`src/rtl/ir_tx_framer.sv`:
```
// IR UART-style transmitter: start/data/[parity]/stop framing with carrier-modulated marks.
// Optional even-parity bit enabled by defining IR_TX_PARITY_EN.
module ir_tx_framer #(
  parameter int unsigned CLK_HZ     = 50_000_000,
  parameter int unsigned CARRIER_HZ = 38_000,
  parameter int unsigned BAUD       = 2_400,
  parameter int unsigned DATA_W     = 8,
  parameter int unsigned STOP_BITS  = 1
) (
  input  logic              CLK_50M,
  input  logic              reset,
  input  logic              send_en,
  input  logic [DATA_W-1:0] Din,
  output logic              IRDA_TXD,
  output logic              busy,
  output logic              done
);

  localparam int unsigned HALF       = CLK_HZ / (2 * CARRIER_HZ);
  localparam int unsigned BIT_CYCLES = CLK_HZ / BAUD;
  localparam int unsigned TMR_W      = $clog2(BIT_CYCLES) + 1;
  localparam int unsigned CAR_W      = $clog2(2 * HALF) + 1;
  localparam int unsigned CNT_W      = $clog2(DATA_W) + 1;

  localparam logic [TMR_W-1:0] TMR_LAST  = TMR_W'(BIT_CYCLES - 1);
  localparam logic [CAR_W-1:0] CAR_LAST  = CAR_W'(2 * HALF - 1);
  localparam logic [CAR_W-1:0] CAR_HALF  = CAR_W'(HALF);
  localparam logic [CNT_W-1:0] DATA_LAST = CNT_W'(DATA_W - 1);
  localparam logic [CNT_W-1:0] STOP_LAST = CNT_W'(STOP_BITS - 1);

  if (HALF < 1) begin : g_chk_half
    $error("ir_tx_framer: carrier half-period below one clock");
  end
  if (BIT_CYCLES < 2 * HALF) begin : g_chk_bit
    $error("ir_tx_framer: bit period shorter than one carrier period");
  end
  if (DATA_W < 1 || DATA_W > 16) begin : g_chk_dw
    $error("ir_tx_framer: DATA_W must be 1..16");
  end
  if (STOP_BITS < 1 || STOP_BITS > 2) begin : g_chk_stop
    $error("ir_tx_framer: STOP_BITS must be 1..2");
  end

  typedef enum logic [2:0] {
    S_IDLE,
    S_START,
    S_DATA,
`ifdef IR_TX_PARITY_EN
    S_PARITY,
`endif
    S_STOP
  } state_t;

  state_t              r_state, w_state_n;
  logic [TMR_W-1:0]    r_tmr, w_tmr_n;
  logic [CAR_W-1:0]    r_car, w_car_n;
  logic [CNT_W-1:0]    r_cnt, w_cnt_n;
  logic [DATA_W-1:0]   r_shift, w_shift_n;
  logic                r_txd, w_txd_n;
  logic                r_busy, w_busy_n;
  logic                r_done, w_done_n;
  logic                w_bit_end;
  logic                w_mark_n;
`ifdef IR_TX_PARITY_EN
  logic                r_par, w_par_n;
`endif

  always_ff @(posedge CLK_50M) begin
    if (reset) begin
      r_state <= S_IDLE;
      r_tmr   <= '0;
      r_car   <= '0;
      r_cnt   <= '0;
      r_shift <= '0;
      r_txd   <= 1'b0;
      r_busy  <= 1'b0;
      r_done  <= 1'b0;
`ifdef IR_TX_PARITY_EN
      r_par   <= 1'b0;
`endif
    end else begin
      r_state <= w_state_n;
      r_tmr   <= w_tmr_n;
      r_car   <= w_car_n;
      r_cnt   <= w_cnt_n;
      r_shift <= w_shift_n;
      r_txd   <= w_txd_n;
      r_busy  <= w_busy_n;
      r_done  <= w_done_n;
`ifdef IR_TX_PARITY_EN
      r_par   <= w_par_n;
`endif
    end
  end

  always_comb begin
    w_state_n = r_state;
    w_tmr_n   = r_tmr;
    w_cnt_n   = r_cnt;
    w_shift_n = r_shift;
    w_done_n  = 1'b0;
    w_car_n   = (r_car == CAR_LAST) ? '0 : r_car + 1'b1;
    w_bit_end = (r_tmr == TMR_LAST);
    w_mark_n  = 1'b0;
`ifdef IR_TX_PARITY_EN
    w_par_n   = r_par;
`endif

    if (r_state == S_IDLE) begin
      w_tmr_n = '0;
      w_car_n = '0;
    end else begin
      w_tmr_n = w_bit_end ? '0 : r_tmr + 1'b1;
    end

    unique case (r_state)
      S_IDLE: begin
        if (send_en) begin
          w_state_n = S_START;
          w_shift_n = Din;
          w_cnt_n   = '0;
`ifdef IR_TX_PARITY_EN
          w_par_n   = ^Din;
`endif
        end
      end
      S_START: begin
        if (w_bit_end) begin
          w_state_n = S_DATA;
          w_cnt_n   = '0;
        end
      end
      S_DATA: begin
        if (w_bit_end) begin
          w_shift_n = r_shift >> 1;
          if (r_cnt == DATA_LAST) begin
            w_cnt_n   = '0;
`ifdef IR_TX_PARITY_EN
            w_state_n = S_PARITY;
`else
            w_state_n = S_STOP;
`endif
          end else begin
            w_cnt_n = r_cnt + 1'b1;
          end
        end
      end
`ifdef IR_TX_PARITY_EN
      S_PARITY: begin
        if (w_bit_end) begin
          w_state_n = S_STOP;
          w_cnt_n   = '0;
        end
      end
`endif
      S_STOP: begin
        if (w_bit_end) begin
          if (r_cnt == STOP_LAST) begin
            w_state_n = S_IDLE;
            w_cnt_n   = '0;
            w_done_n  = 1'b1;
          end else begin
            w_cnt_n = r_cnt + 1'b1;
          end
        end
      end
      default: w_state_n = S_IDLE;
    endcase

    // Output register is loaded from next-cycle values so the LED tracks the state it belongs to.
    unique case (w_state_n)
      S_START:  w_mark_n = 1'b1;
      S_DATA:   w_mark_n = ~w_shift_n[0];
`ifdef IR_TX_PARITY_EN
      S_PARITY: w_mark_n = ~w_par_n;
`endif
      default:  w_mark_n = 1'b0;
    endcase

    w_txd_n  = w_mark_n & (w_car_n < CAR_HALF);
    w_busy_n = (w_state_n != S_IDLE);
  end

  assign IRDA_TXD = r_txd;
  assign busy     = r_busy;
  assign done     = r_done;

endmodule

```
`config.mk`:
```
export PLATFORM = sky130hd
export DESIGN_NAME = ir_tx_framer
export DESIGN_NICKNAME = d
export VERILOG_FILES = /design/src/rtl/ir_tx_framer.sv
export SDC_FILE = /design/constraint.sdc
export NUM_CORES = 1
export LEC_CHECK = 0
export BUFFER_PORTS_ARGS = -buffer_cell sky130_fd_sc_hd__buf_2
export CAP_MARGIN = 20
export CORE_MARGIN = 4
export CORE_UTILIZATION = 64
export DETAILED_ROUTE_END_ITERATION = 12
export HOLD_SLACK_MARGIN = 0.03
export PLACE_DENSITY = 0.83
export SYNTH_ARGS = -nofsm -noshare
export SYNTH_HDL_FRONTEND = slang
export SYNTH_SLANG_ARGS = --single-unit
```
`constraint.sdc`:
```
create_clock -name CLK_50M -period 7.6 [get_ports CLK_50M]
set_input_delay 1.14 -clock CLK_50M [delete_from_list [all_inputs] [get_ports CLK_50M]]
set_output_delay 1.14 -clock CLK_50M [all_outputs]
set_load 0.005 [all_outputs]
```
==> results.cfg <==
[logic_synthesis]
ys.warnings.count = 0
synthMuxAreaShare = 0.00448
syn_nets = 275
synth-seq-cells = 46
synth-edff-count = 0
synth.top_cell.area_share = 0.412
yosys-top-cells-count = 46 x dfxtp_1, 44 x nor2_1, 16 x nand2_1
syn_area_per_cell_um2 = 8.66
synth-simple-area-share = 0.278
synth.area.top_cells = dfxtp_1 41%, nor2_1 7.4%, xnor2_1 5.9%
ys_seq_area_frac = 0.412
synthXorXnorAreaFrac = 0.0980
synth-compound-area-share = 0.133
syn-cell-area_mm2 = 0.00223
yosys.area.top_type = dfxtp_1
yosysMostFrequentCell = dfxtp_1
syn_inst = 258
synth_top_family_by_area = simple AND/OR/NAND/NOR gates
ys.flop_type = dfxtp_1
synthAdderAreaFrac = 0.0336
async_flop_share = 0
yosysUniqueCellTypes = 53

[clock_tree]
cts_hold_buf = 0
cts_tree = built
insertion_delay_ps = 360
cts_root_buffer = clkbuf_4
cts.clk_slew.worst_paths_ps = 130
post_cts_buffers = 0
cts_num_sinks = 46
cts_buffer_depth = 2
numCtsBuffers = 5
h-tree-depth = 2
cts_resized = 0

[finish]
drive_above_1_share = 0.138
area_growth_pct = 8.79
fin_nets = 285
n_antenna_cell = 0
fin_util = 0.723
nFillCells = 294

[run]
maxCapViolCount = 0

[critical_path]
cp_max_fo = 9
slowest_delay_ps = 550
critPathSlowestCell = nor4_4
cp.buffers_inverters = 0
crit_family = simple AND/OR/NAND/NOR gates
worst_setup_path_start_kind = flip-flop
worstSetupEndpointType = flip-flop
ff2ff_setup_slack_ps = 4810
path_class = reg2reg
critPathArrivalTime_ps = 3050
path_cells = or4_4, nor4_4, a21oi_4, a221oi_2, or4b_1, a2111oi_2
cp_data_required_time_ps = 7860

[power]
total_power_w = 0.000460
ir_worst_vdd_mv = 0.140
p_leak_nw = 0.862
p_per_area_mw_per_mm2 = 189

[die]
die-width_um = 67.1
row_count = 21
die-area_mm2 = 0.00450
start_util = 0.664
die_y_um = 67.1
ioPinCount = 14
core_mm2 = 0.00336

[routing]
viasPerCell = 5.63
drt_pass1_iterations = 4
antenna_left = 0
vias = 1772
wl_um = 3970
drcViolationCount = 0
routedWlPerCell_um = 12.6
drtIter0Drc = 100

[timing]
worst_pin_slew_ps = 658
finalCriticalPeriod_ps = 2790
setup_violations = 0
setup_tns_ps = 0
fmax_mhz = 358
finalHoldViolCount = 0
fin_skew_ps = 8.02
rsz0062_at_grt = no
report.final.slew_viol_count = 0
whs_ps = 463
slew_headroom = 0.550
min_period_over_period = 0.367

[global_routing]
grt-ovfl-total = 0
grt.total_usage = 0.200
grt_pass1_wl_um = 6950
grt_max_degree = 18
antenna_found_initial = 0
grt_pass1_vias = 1671

[outcome]
status = complete, no violations

[placement]
port_buffers = 13
hpwlAfterDp_um = 2780
gp_congestion = 0.795

[worst_hold_path]
worstHoldPathType = reg2reg
-- routing by layer --
metal  share of wire  up-vias  track usage
met2            0.45       34        0.333
li1                -      920            -
met4           0.017        0       0.0886
met5               0        -            0
met3           0.044        7       0.0405
met1            0.49      811        0.247
-- path summary, 6_finish.rpt --
check / to / startpoint / cells past startpoint
setup / recovery: IRDA_TXD / r_tmr[4] / 6
hold / removal: r_shift[3] / r_shift[3] / 2
setup reg to reg: IRDA_TXD / r_tmr[4] / 6
hold reg to reg: r_shift[3] / r_shift[3] / 2
-- placed cells by master (no fill, tap or decap), types with 10 or more instances in the layout --
cell type | Yosys | routed
nand2_1 | 16 | 16
inv_1 | 13 | 13
xnor2_1 | 15 | 15
xor2_1 | 10 | 10
a21oi_1 | 11 | 11
nand3_1 | 12 | 12
dfxtp_1 | 46 | 46
buf_2 | 0 | 13
nor2_1 | 44 | 44
-- flip-flops by register name, summed over array words and instances (netlist names) --
name	count
r_shift	8
r_cnt	4
done	1
r_state	3
IRDA_TXD	1
r_car	12
busy	1
r_tmr	16
-- power breakdown --
part           internal (W)  total (W)  switching, W
logic            0.00000910  0.0000221     0.0000130
clock network      0.000111   0.000188     0.0000769
registers          0.000245   0.000249    0.00000377
-- worst register-to-register path, cell delays in order (launching register included) --
cell and delay, ps:
dfxtp_1 380, or4_4 540, nor4_4 550, a21oi_4 150
a221oi_2 270, or4b_1 490, a2111oi_2 310
-- cell families after synthesis --
group,Yosys count
simple gates,117
flops,46
compound gates,39
xor+xnor,25
buf+inv,23
fa+ha+maj,6
other cells,1
mux,1
-- through the flow --
step / std cells / setup slack (ps) / cell area [µm²]
6_report: 315 / 4810 / 2430
3_3_place_gp: 307 / 4770 / 2320
3_5_place_dp: 307 / 4670 / 2320
4_1_cts: 315 / 4790 / 2430
2_1_floorplan: 258 / 5050 / 2230
5_1_grt: 315 / 4650 / 2430
-- final cells by class --
| class | instances | area, µm² | area share |
|---|---|---|---|
| clock buffer | 6 | 51.3 | 0.0211 |
| clock inverter | 2 | 60.1 | 0.0247 |
| inverter | 13 | 48.8 | 0.0201 |
| multi-input combinational | 189 | 1230 | 0.505 |
| sequential | 46 | 921 | 0.379 |
| tap | 46 | 57.6 | 0.0237 |
| timing repair buffer | 13 | 65.1 | 0.0268 |
Note: power is estimated with default switching activity, not from simulation.
